[config.mk]
export PLATFORM = sky130hd
export DESIGN_NAME = sd_demodulator
export DESIGN_NICKNAME = d
export VERILOG_FILES = /design/src/rtl/sd_demodulator.sv
export SDC_FILE = /design/constraint.sdc
export NUM_CORES = 1
export LEC_CHECK = 0
export ABC_CLOCK_PERIOD_IN_PS = 12700
export BUFFER_PORTS_ARGS = -buffer_cell sky130_fd_sc_hd__buf_4
export CAP_MARGIN = 5
export CORE_AREA = 2 2 155 157
export CTS_BUF_LIST = sky130_fd_sc_hd__clkbuf_8 sky130_fd_sc_hd__clkbuf_16
export DETAILED_ROUTE_END_ITERATION = 10
export DIE_AREA = 0 0 157 159
export SLEW_MARGIN = 20
export SYNTH_ARGS = -nofsm -noshare
export SYNTH_HDL_FRONTEND = slang
export SYNTH_SLANG_ARGS = --single-unit
export TNS_END_PERCENT = 20
[constraint.sdc]
create_clock -name iCLK -period 12.7 [get_ports iCLK]
set_input_delay 1.905 -clock iCLK [delete_from_list [all_inputs] [get_ports iCLK]]
set_output_delay 1.905 -clock iCLK [all_outputs]
set_load 0.05 [all_outputs]
[src/rtl/sd_demodulator.sv]
// -----------------------------------------------------------------------------
// sd_demodulator
//
// Receive half of a first-order 1-bit sigma-delta ADC built from an external
// comparator and RC integrator. The comparator bit is re-timed through a
// two-flop synchronizer. The synchronized bit is returned on oFB to close the
// analog loop. The bitstream is decimated by R = 2^pDEC_BITS with a
// third-order CIC filter and emitted as unsigned PCM.
//
// Parameters
//   pBITS      output sample width (pBITS <= 3*pDEC_BITS)
//   pDEC_BITS  log2 of the decimation ratio R
//
// Ports
//   iCLK     system clock, rising edge
//   iRESETn  asynchronous active-low reset (release is synchronous to iCLK)
//   iBIT     raw comparator bit, asynchronous to iCLK
//   oFB      feedback bit to the RC integrator (synchronized iBIT)
//   oDATA    decimated unsigned sample, held between strobes
//   oSTROBE  one-cycle pulse marking a new oDATA, period exactly R cycles
// -----------------------------------------------------------------------------
module sd_demodulator #(
    parameter int pBITS     = 8,
    parameter int pDEC_BITS = 5
) (
    input  logic             iCLK,
    input  logic             iRESETn,
    input  logic             iBIT,
    output logic             oFB,
    output logic [pBITS-1:0] oDATA,
    output logic             oSTROBE
);

    // Integrator width: enough headroom for R^3 gain plus one bit so that
    // full scale (exactly R^3) is representable before saturation.
    localparam int W     = 3*pDEC_BITS + 1;
    localparam int SHIFT = W - 1 - pBITS;

    localparam logic [pDEC_BITS-1:0] TC_VAL     = '1;
    localparam logic [W-1:0]         FULL_SCALE = {1'b1, {(W-1){1'b0}}};
    localparam logic [W-1:0]         MAX_POS    = {1'b0, {(W-1){1'b1}}};
    localparam logic [2:0]           WARM_DONE  = 3'd4;

    logic                 s1Reg;
    logic                 s2Reg;
    logic [W-1:0]         integReg [3];
    logic [W-1:0]         integIn  [3];
    logic [W-1:0]         combReg  [4];
    logic [pDEC_BITS-1:0] decCntReg;
    logic                 tcDlyReg;
    logic [2:0]           warmReg;
    logic [pBITS-1:0]     dataReg;
    logic                 strobeReg;

    logic [W-1:0]         diffNext;
    logic [W-1:0]         yNext;
    logic [W-1:0]         ysNext;
    logic [pBITS-1:0]     dataNext;

    // Integrator cascade inputs: first stage takes the synchronized bit,
    // each later stage takes the previous stage's accumulator.
    genvar gi;
    generate
        for (gi = 0; gi < 3; gi++) begin : gInteg
            if (gi == 0) begin : gFirst
                assign integIn[gi] = {{(W-1){1'b0}}, s2Reg};
            end else begin : gRest
                assign integIn[gi] = integReg[gi-1];
            end
        end
    endgenerate

    // Comb: c0 - 3*c1 + 3*c2 - c3, all modulo 2^W. Integrator wrap-around
    // cancels here, which is why the accumulators never saturate.
    always_comb begin
        diffNext = combReg[2] - combReg[1];
        yNext    = combReg[0] - combReg[3] + diffNext + (diffNext << 1);
        // A constant-1 input produces exactly 2^(W-1), one past the largest
        // value the top output bits can express; clip it to all-ones.
        ysNext   = (yNext == FULL_SCALE) ? MAX_POS : yNext;
        dataNext = pBITS'(ysNext >> SHIFT);
    end

    always_ff @(posedge iCLK or negedge iRESETn) begin
        if (!iRESETn) begin
            s1Reg     <= 1'b0;
            s2Reg     <= 1'b0;
            decCntReg <= '0;
            tcDlyReg  <= 1'b0;
            warmReg   <= '0;
            dataReg   <= '0;
            strobeReg <= 1'b0;
            for (int k = 0; k < 3; k++) begin
                integReg[k] <= '0;
            end
            for (int k = 0; k < 4; k++) begin
                combReg[k] <= '0;
            end
        end else begin
            s1Reg     <= iBIT;
            s2Reg     <= s1Reg;
            decCntReg <= decCntReg + 1'b1;
            tcDlyReg  <= (decCntReg == TC_VAL);

            for (int k = 0; k < 3; k++) begin
                integReg[k] <= integReg[k] + integIn[k];
            end

            if (decCntReg == TC_VAL) begin
                combReg[0] <= integReg[2];
                for (int k = 1; k < 4; k++) begin
                    combReg[k] <= combReg[k-1];
                end
            end

            // The first four decimated samples are discarded while the comb
            // delay line fills; the strobe cadence itself never shifts.
            strobeReg <= 1'b0;
            if (tcDlyReg) begin
                if (warmReg == WARM_DONE) begin
                    strobeReg <= 1'b1;
                    dataReg   <= dataNext;
                end else begin
                    warmReg <= warmReg + 3'd1;
                end
            end
        end
    end

    assign oFB     = s2Reg;
    assign oDATA   = dataReg;
    assign oSTROBE = strobeReg;

endmodule

* Yosys cells after proc, flatten, opt, wreduce, memory -nomap -nowiden
Index checks and enable logic that the tools add are counted.
Storage, ports and cells: input port bits 3, register bits 132, logic and storage cells 32
Operators by class: equality and inequality tests 3, mux-type cells 3, reductions and logical operators 2, add/subtract/negate cells 9, bitwise operators 1
Operators by type and width (number):
- $add A16 B16 Y16 | 4
- $sub A16 B16 Y16 | 2
- $add A16 B1 Y16 | 1
- $eq A16 B16 Y1 const B | 1
- $mux W15 | 1
- $add A5 B1 Y5 const B | 1
- $eq A5 B5 Y1 const B | 1
- $reduce_and A2 Y1 | 2
- $add A3 B1 Y3 const B | 1
- $eq A3 B3 Y1 const B | 1
- $mux W1 | 2
- $not A1 Y1 | 1

* Longest topological paths before layout
Gate-level depths: netlist (run 1).
depth after elaboration 5, mapped depth 25, mapped depth without buffers 23

* Worst setup path after synthesis (run 1)
Ideal clock, no wire load.
path type reg-to-reg, from register combReg[33] (netlist bit), to register dataReg[4] (netlist: oDATA[4]), path buffers 1, library setup time 0.082 ns, clock period less this slack 4.652 ns, setup slack 8.048 ns, arrival 4.570 ns, stages on the path, launching flop included 22, data required time 12.618 ns, cells stage by stage dfrtp_1 > inv_1 > ha_1 > nor2b_1 > o21ai_1 > a21oi_1 > o21a_1 > or2_2 > fa_1 > inv_1 > fa_1 > ha_1 > a21oi_1 > o211ai_1 > a21o_1 > a21o_1 > a21oi_1 > xor2_1 > nand4b_1 > or3_1 > buf_6 > o211ai_2
Between the ends: word-level cells in the longest chain between the ends 5
Ends and longest elaborated chain:
- start, declared | RTL line 48 | logic [W-1:0] combReg [4];
- start signal, assigned by index | RTL line 112 | combReg[k] <= combReg[k-1];
- $sub A16 B16 Y16 (*) | RTL line 76 | diffNext = combReg[2] - combReg[1];
- $add A16 B16 Y16 | RTL line 77 | yNext = combReg[0] - combReg[3] + diffNext + (diffNext << 1);
- $add A16 B16 Y16 (*) | RTL line 77
- $eq A16 B16 Y1 | RTL line 80 | ysNext = (yNext == FULL_SCALE) ? MAX_POS : yNext;
- $mux W15 (*) | RTL line 80
- end signal, assigned | RTL line 122 | dataReg <= dataNext;
- end, declared | RTL line 52 | logic [pBITS-1:0] dataReg;
Every way passes the cells marked *; elsewhere a longest branch is shown, timed or not. A chain may end at the register's enable or synchronous reset.

* Final worst setup path (run 1)
Same ends and word-level chain as after synthesis.

==> impl_metrics.yaml, run 1 <==
outcome:
  status: "finished clean"
yosys:
  yosysSeqAreaShare: 0.4120
  synth-seq-cells: 132
  yosysWarningCount: 0
  synthArstFlopShare: 1.000
  synth-edff-count: 0
  synth_top_area_share: 0.4120
  synthesis.area_um2: 8016
  syn_avg_cell_area_um2: 10.48
  synth_most_common_cell: "dfrtp_1"
  synth_top_area_cell: "dfrtp_1"
  synth_area_leaders: "dfrtp_1 (41%), ha_1 (10%), fa_1 (8.0%)"
  synthCells: 765
  synth-main-ff-cell: "dfrtp_1"
  synth_common_cells: "dfrtp_1 (132), inv_1 (91), ha_1 (67)"
  synth_nets: 867
  synth_cell_types: 55
timing:
  skew_ns: 0.009111
  slew_viol_final: 0
  finalSetupViolations: 0
  period_needed_ns: 5.120
  max_freq_mhz: 195.3
  finalSetupTns_ns: 0
  fin_ws_ns: 7.580
  grt_setup_unrepaired: "no"
  hold_violations: 0
  finalCritPeriodShare: 0.4032
  timing.hold.ws_ns: 0.3505
  max_slew_margin: 0.3571
  worst_pin_slew_ns: 0.9644
worst_setup_path:
  cp-start-kind: "flip-flop"
  critPathKind: "flip-flop to flip-flop"
  path_max_fanout: 7
  cp.required_ns: 13.03
  worstSetupEndpointType: "flip-flop"
  critPathArrivalTime_ns: 5.45
floorplan:
  die_h_um: 159
  top_level_ports: 13
  start_util: 0.3457
  core_um2: 23190
  die_x_um: 157
  dieArea_um2: 24960
  rows: 56
detailed_routing:
  drt_iter0_markers: 221
  drt-vias-per-instance: 4.570
  vias: 5100
  wl_per_cell_um: 12.17
  antenna_left: 0
  wirelength_um: 13580
  drc: 0
  first_pass_iters: 5
pwr:
  leakagePower_nw: 4.348
  fin_total_pwr_mw: 2.013
  p_per_area_nw_per_um2: 222.6
  vdd_drop_max_mv: 0.09224
clock_tree:
  cts_tree: "built"
  h-tree-depth: 4
  ctsResizeCount: 0
  cts_buffers: 17
  cts_buffer_depth: 2
  clock_latency_ns: 0.42
  post_cts_buffers: 0
  cts_num_sinks: 132
  path_clk_slew_ns: 0.06
  holdBufCountCts: 0
  cts_root_buf: "clkbuf_16"
global_route:
  antenna_found_initial: 0
  grtUsageTotal: 0.1198
  grt_pass1_wl_um: 24280
  grt.overflow.total: 0
  grt_pass1_vias: 5258
  grt_max_degree: 97
placed_design:
  gp_congestion: 0.7957
  port_buffers: 12
  place_hpwl_um: 9989
  pre_cts_ws_ns: 7.593
  placedCellCount: 1084
layout:
  final_cells: 1116
  area_growth_pct: 12.81
  diodes: 0
  fin_nets: 886
  drive_gt1_frac: 0.1255
min_path:
  hold_path.class: "flip-flop to flip-flop"
run:
  maxCapViolations: 0
cells by family (layout without fill, tap and decap cells):
logic type | count (synthesis) | after routing | synth area share
AND/OR/NAND/NOR | 173 | 173 | 0.09880
AO/OA/AOI/OAI | 151 | 151 | 0.1277
flip-flops | 132 | 132 | 0.4120
buffers and inverters | 105 | 137 | 0.05010
adder cells (fa/ha/maj) | 99 | 99 | 0.1845
XOR/XNOR | 71 | 71 | 0.07929
multiplexers | 34 | 34 | 0.04760
area by class of cell:
type                            instances  area [um^2]
Sequential cell                       132         3303
Clock buffer                           18        439.2
Tap cell                              319        399.1
Timing Repair Buffer                   13        101.3
Multi-Input combinational cell        528         4324
Clock inverter                         14        131.4
Fill cell                            2230        14150
Inverter                               92        345.3
power by group:
group	internal, mW	leakage (nW)	total [mW]	switching [mW]
clock	0.276	0.268	0.471	0.195
combinational	0.449	2.35	0.982	0.533
sequential	0.503	1.73	0.561	0.0573
worst max-delay path, stage by stage (launching register included):
cell      delay (ns)
dfrtp_1         0.39
inv_1           0.07
ha_1            0.26
nor2b_1         0.12
o21ai_1         0.08
a21oi_1         0.28
nor2b_1         0.11
o31ai_1         0.66
xor2_1          0.25
fa_1            0.54
inv_1           0.05
fa_1            0.52
inv_1           0.04
ha_1            0.37
o21ai_0         0.10
a31oi_1         0.21
a311o_1         0.22
nand4b_1        0.13
or3_1           0.50
o211ai_2        0.13
registers in the layout, indices dropped and copies added (netlist names), 3 cells and up:
signal     count
integReg      16
oDATA          8
combReg       64
decCntReg      5
warmReg        3
integIn       32
path summary, 6_finish.rpt:
path                       depth (start not counted)     endpoint  slack, ns   startpoint
setup reg to reg                                  19     oDATA[4]       7.58  combReg[33]
setup / recovery                                  19     oDATA[4]       7.58  combReg[33]
hold reg to reg                                    0          oFB       0.35        s1Reg
hold / removal                                     0          oFB       0.35        s1Reg
max in group asynchronous                          2  integIn[29]      10.01      iRESETn
min in group asynchronous                          1  combReg[16]       1.53      iRESETn
metrics by stage:
stage	cell area (um^2)	util
floorplan	8016	-
global placement	8473	0.3653
detailed placement	8473	0.3653
CTS	9044	0.3899
global route	9044	0.3899
finish	9044	0.3899
metal layers:
layer,global-route usage,part of all wire,routed length [um]
met1,0.1597,0.50,6820
met2,0.1916,0.46,6235
met3,0.02967,0.026,354
met4,0.03795,0.013,172
met5,0,0,0
layout by cell type, fill, tap and decap left out, types with 3 or more instances in the layout:
cell | Yosys | final
dfrtp_1 | 132 | 132
inv_1 | 91 | 92
ha_1 | 67 | 66
nand2_1 | 56 | 56
xnor2_1 | 53 | 53
nor2_1 | 51 | 51
o21ai_0 | 48 | 48
mux2_2 | 33 | 33
fa_1 | 32 | 32
a21oi_1 | 30 | 30
xor2_1 | 17 | 17
clkbuf_16 | 0 | 17
nand3_1 | 16 | 16
a21o_1 | 14 | 14
nor2b_1 | 12 | 12
buf_4 | 0 | 12
nor3_1 | 10 | 10
o21a_1 | 9 | 9
nand4_1 | 7 | 7
o21ai_2 | 6 | 6
nand2b_1 | 5 | 5
o31ai_1 | 5 | 5
a31oi_1 | 5 | 5
clkinvlp_4 | 0 | 5
a21o_2 | 4 | 4
and3_1 | 4 | 4
o211ai_1 | 4 | 4
o21bai_1 | 3 | 3
clkinv_4 | 0 | 3
Note: power is estimated with default switching activity, not from simulation.
==> run 2, diff against run 1 <==
- ABC_CLOCK_PERIOD_IN_PS: 12700 -> 5300
- clock period: 12.7 -> 5.3 ns (I/O delays scaled with it)
==> impl_metrics.yaml, run 2 (synthesis results as in run 1) <==
timing:
  finalCritPeriodShare: 0.9421
  timing.hold.ws_ns: 0.3499
  skew_ns: 0.008351
  grt_setup_unrepaired: "no"
  hold_violations: 0
  finalSetupViolations: 0
  worst_pin_slew_ns: 0.9683
  slew_viol_final: 0
  max_freq_mhz: 200.3
  period_needed_ns: 4.993
  fin_ws_ns: 0.3071
  max_slew_margin: 0.3545
  finalSetupTns_ns: 0
layout:
  largest_reg_flops: 64
  area_growth_pct: 13.86
  top_register: "combReg"
  diodes: 0
  mostFrequentLayoutCell: "dfrtp_1"
  drive_gt1_frac: 0.1339
  final_cell_mix: "dfrtp_1 (132), inv_1 (92), ha_1 (65)"
  fin_nets: 888
  final_cells: 1118
pwr:
  p_per_area_nw_per_um2: 541.4
  p_clk_frac: 0.246
  intPower_mw: 3.050
  p_comb_frac: 0.482
  pwr-share-seq: 0.272
  leakagePower_nw: 4.393
  switching_share: 0.3828
  vdd_drop_max_mv: 0.2073
  p_switching_mw: 1.892
global_route:
  met1_usage: 0.1630
  antenna_found_initial: 0
  grt_pass1_wl_um: 24710
  grtUsageTotal: 0.1213
  grt_pass1_vias: 5315
  top_usage_layer: "met2"
  gr-usage-met3: 0.03103
  grt_max_degree: 97
  use_met2: 0.1950
  grt.overflow.total: 0
worst_setup_path:
  cp-start-kind: "flip-flop"
  critPathKind: "flip-flop to flip-flop"
  slowest_delay_ns: 0.45
  worstSetupEndpointType: "flip-flop"
  cp.required_ns: 5.63
  critPathArrivalTime_ns: 5.32
  cp_cell_sequence: "inv_1 -> ha_1 -> fa_1 -> and2b_1 -> o21bai_4 -> a21oi_1 -> nor2_1 -> xor2_1 -> fa_1 -> inv_1 -> fa_1 -> ha_1 -> a21o_1 -> a21o_1 -> a21oi_1 -> xnor2_1 -> a21oi_1 -> nand2_1 -> nand4b_1 -> or3_4 -> o211ai_2"
  path_max_fanout: 7
  slowest_stage: "fa_1"
detailed_routing:
  first_pass_iters: 4
  wirelength_um: 13610
  wl_per_cell_um: 12.17
  drc: 0
  vias: 5166
  drt-vias-per-instance: 4.621
  drt_iter0_markers: 207
  antenna_left: 0
clock_tree:
  cts_root_buf: "clkbuf_16"
  cts_num_sinks: 132
  h-tree-depth: 4
  clock_latency_ns: 0.41
  cts_tree: "built"
  path_clk_slew_ns: 0.06
  holdBufCountCts: 0
  cts_buffer_depth: 2
  cts_buffers: 17
placed_design:
  placedCellCount: 1085
  port_buffers: 12
  place_hpwl_um: 10080
  gp_congestion: 0.7775
  pre_cts_ws_ns: 0.2034
floorplan:
  dieArea_um2: 24960
  top_level_ports: 13
  die_x_um: 157
  core_um2: 23190
  die_h_um: 159
  start_util: 0.3457
  rows: 56
run:
  maxCapViolations: 0
outcome:
  status: "finished clean"
min_path:
  hold_path.class: "flip-flop to flip-flop"
[run 2: path summary, 6_finish.rpt]
kind / from / endpoint / slack [ns] / depth (start not counted)
worst min register to register: s1Reg / oFB / 0.35 / 0
worst max register to register: combReg[16] / oDATA[4] / 0.31 / 21
max in group asynchronous: iRESETn / combReg[11] / 3.72 / 2
min in group asynchronous: iRESETn / combReg[0] / 0.43 / 1
worst min-delay path: s1Reg / oFB / 0.35 / 0
worst max-delay path: combReg[16] / oDATA[4] / 0.31 / 21
[run 2: through the flow]
stage                     utilization  instance area (um^2)  total power, mW
final                          0.3936                  9128            4.941
after CTS                      0.3922                  9095            4.985
after floorplan                     -                  8016            3.285
after global routing           0.3936                  9128            5.408
after global placement         0.3657                  8481            3.678
after detailed placement       0.3657                  8481            3.733
[run 2: final cells by class]
type | count | area, um^2
Fill cell | 2243 | 14060
Multi-Input combinational cell | 528 | 4349
Timing Repair Buffer | 15 | 116.4
Inverter | 92 | 345.3
Clock inverter | 14 | 175.2
Sequential cell | 132 | 3303
Tap cell | 319 | 399.1
Clock buffer | 18 | 439.2
[run 2: timing repair]
item                       CTS  global route
setup endpoints to repair    0             7
setup buffers                0             1
resized for setup            0             5
[run 2: worst max-delay path: cells and delay by family (launching register included)]
| kind | cells | cell delay, ns |
|---|---|---|
| compound gates | 7 | 1.12 |
| buf+inv | 2 | 0.14 |
| fa+ha+maj | 5 | 1.96 |
| xor+xnor | 2 | 0.31 |
| flops | 1 | 0.34 |
| simple gates | 5 | 1.04 |
[run 2: metal layers]
| metal | vias to the layer above | part of all wire | routed length, um |
|---|---|---|---|
| met2 | 50 | 0.46 | 6323 |
| met4 | 0 | 0.0068 | 92 |
| met3 | 8 | 0.027 | 367 |
| met5 | - | 0 | 0 |
| met1 | 2477 | 0.50 | 6826 |
| li1 | 2631 | - | - |
[run 2: power by group through the flow]
stage	Sequential (mW)	Combinational [mW]	Clock (mW)
finish	1.34	2.38	1.22
global route	1.37	2.74	1.30
CTS	1.35	2.39	1.25
detailed placement	1.36	2.37	0
global placement	1.36	2.32	0
floorplan	1.31	1.97	0
==> run 3, diff against run 2 <==
- ABC_AREA: default -> 1
- CELL_PAD_IN_SITES_DETAIL_PLACEMENT: default -> 1
- CELL_PAD_IN_SITES_GLOBAL_PLACEMENT: default -> 1
- CORE_AREA: 2 2 155 157 -> 2 2 139 141
- DIE_AREA: 0 0 157 159 -> 0 0 141 143
- PLACE_DENSITY_LB_ADDON: default -> 0.1
==> impl_metrics.yaml, run 3 <==
detailed_routing:
  drc: 0
  wl_per_cell_um: 14.29
  wirelength_um: 17130
  first_pass_iters: 4
  drt-vias-per-instance: 4.967
  antenna_left: 0
  vias: 5956
  drt_iter0_markers: 157
global_route:
  grtUsageTotal: 0.1873
  gr-usage-met3: 0.03052
  grt_pass1_wl_um: 30300
  met1_usage: 0.2233
  grt.overflow.total: 0
  grt_pass1_vias: 6542
  antenna_found_initial: 0
  use_met2: 0.3430
  grt_max_degree: 89
  top_usage_layer: "met2"
yosys:
  synth_top_area_cell: "dfrtp_1"
  yosysSeqAreaShare: 0.4009
  synthesis.area_um2: 8239
  synthCells: 932
  yosysWarningCount: 0
  synth_cell_types: 32
  synth-main-ff-cell: "dfrtp_1"
  syn_avg_cell_area_um2: 8.840
  synth_area_leaders: "dfrtp_1 (40%), ha_1 (10%), nand2_1 (8.7%)"
  synth_nets: 1034
  synth-edff-count: 0
  synth-seq-cells: 132
  synth_common_cells: "nand2_1 (192), inv_1 (170), dfrtp_1 (132)"
  synth_most_common_cell: "nand2_1"
  synthArstFlopShare: 1.000
  synth_top_area_share: 0.4009
placed_design:
  place_hpwl_um: 13000
  place_area_um2: 8605
  port_buffers: 12
  gp_congestion: 0.8063
clock_tree:
  path_clk_slew_ns: 0.06
  cts_buffer_depth: 2
  cts_root_buf: "clkbuf_16"
  cts_num_sinks: 132
  post_cts_buffers: 0
  cts_buffers: 17
  holdBufCountCts: 0
  clock_latency_ns: 0.43
  h-tree-depth: 4
  ctsResizeCount: 0
  cts_tree: "built"
worst_setup_path:
  path_max_fanout: 7
  worstSetupEndpointType: "flip-flop"
  cp-start-kind: "flip-flop"
  cp.required_ns: 5.65
  critPathArrivalTime_ns: 5.03
  critPathKind: "flip-flop to flip-flop"
floorplan:
  top_level_ports: 13
  dieArea_um2: 20160
  core_um2: 18580
  start_util: 0.4434
  die_h_um: 143
  die_x_um: 141
  rows: 50
layout:
  top_register: "combReg"
  finalInstanceArea_um2: 9238
  mostFrequentLayoutCell: "nand2_1"
  final_cell_mix: "nand2_1 (192), inv_1 (172), dfrtp_1 (132)"
  diodes: 0
  largest_reg_flops: 64
  area_growth_pct: 12.12
  fin_nets: 1054
  drive_gt1_frac: 0.08705
run:
  maxCapViolations: 0
pwr:
  vdd_drop_max_mv: 0.2606
  p_clk_frac: 0.262
  p_switching_mw: 2.000
  p_per_area_nw_per_um2: 528.3
  switching_share: 0.4097
  intPower_mw: 2.881
  leakagePower_nw: 4.979
  p_comb_frac: 0.466
  pwr-share-seq: 0.272
timing:
  finalSetupTns_ns: 0
  finalCritPeriodShare: 0.8823
  grt_setup_unrepaired: "no"
  period_needed_ns: 4.676
  max_slew_margin: 0.4572
  skew_ns: 0.005712
  hold_violations: 0
  worst_pin_slew_ns: 0.8142
  slew_viol_final: 0
  finalSetupViolations: 0
  max_freq_mhz: 213.9
min_path:
  hold_path.class: "flip-flop to flip-flop"
outcome:
  status: "finished clean"
run 3: worst paths after layout:
check | endpoint | from | cells past startpoint | slack [ns]
max in group asynchronous | combReg[31] | iRESETn | 2 | 3.76
min reg2reg | oFB | s1Reg | 0 | 0.35
min | oFB | s1Reg | 0 | 0.35
max | oDATA[6] | combReg[32] | 23 | 0.62
max reg2reg | oDATA[6] | combReg[32] | 23 | 0.62
min in group asynchronous | combReg[0] | iRESETn | 1 | 0.43
run 3: cell type report:
| class | instances | area, um^2 |
|---|---|---|
| Sequential cell | 132 | 3303 |
| Tap cell | 234 | 292.8 |
| Clock inverter | 13 | 180.2 |
| Timing Repair Buffer | 14 | 108.9 |
| Inverter | 171 | 641.9 |
| Fill cell | 2140 | 9343 |
| Clock buffer | 19 | 452.9 |
| Multi-Input combinational cell | 616 | 4258 |
run 3: power by group through the flow:
stage / combinational (mW) / sequential [mW] / clock, mW
6_report: 2.27 / 1.33 / 1.28
5_1_grt: 2.66 / 1.35 / 1.35
4_1_cts: 2.33 / 1.33 / 1.31
3_5_place_dp: 2.30 / 1.35 / 0
3_3_place_gp: 2.18 / 1.34 / 0
2_1_floorplan: 1.80 / 1.30 / 0
run 3: layer usage:
layer  up-vias  wire length [um]
met1      2918              7713
li1       2976                 -
met2        37              8842
met3        25               285
met5         -                 0
met4         0               290
run 3: worst max-delay path, cell delays in order, from the launching register on:
cell and delay, ns:
dfrtp_1 0.40, ha_1 0.23, fa_1 0.40, inv_1 0.11, nand2_1 0.10, nand3_4 0.09
a21oi_1 0.10, o21ai_1 0.20, nand2_1 0.09, nand3_1 0.09, xnor2_1 0.16, inv_1 0.09
fa_1 0.49, inv_1 0.06, fa_1 0.53, inv_1 0.04, ha_1 0.31, inv_1 0.08
nor4_1 0.32, nand4_1 0.13, nand2_1 0.10, xnor2_1 0.18, nand3_4 0.16, a21oi_1 0.16
run 3: logic make-up after synthesis:
kind of cell / after synthesis / share of synthesized area
muxes: 13 / 0.01777
buffers and inverters: 184 / 0.08383
AOI/OAI and AO/OA: 129 / 0.08383
adders and majority gates: 99 / 0.1795
DFF: 132 / 0.4009
and+or+nand+nor: 306 / 0.1608
xor gates and xnor gates: 69 / 0.07335
run 3: metrics by stage:
| step | std cells | power, mW | hold WS, ns | setup WS (ns) | util |
|---|---|---|---|---|---|
| 2_1_floorplan | 932 | 3.098 | 0.3312 | 0.9969 | - |
| 3_3_place_gp | 1167 | 3.517 | 0.3318 | 0.6666 | 0.4631 |
| 3_5_place_dp | 1167 | 3.646 | 0.3364 | 0.5073 | 0.4631 |
| 4_1_cts | 1199 | 4.974 | 0.3506 | 0.4720 | 0.4972 |
| 5_1_grt | 1199 | 5.366 | 0.3685 | 0.09972 | 0.4972 |
| 6_report | 1199 | 4.880 | 0.3465 | 0.6239 | 0.4972 |
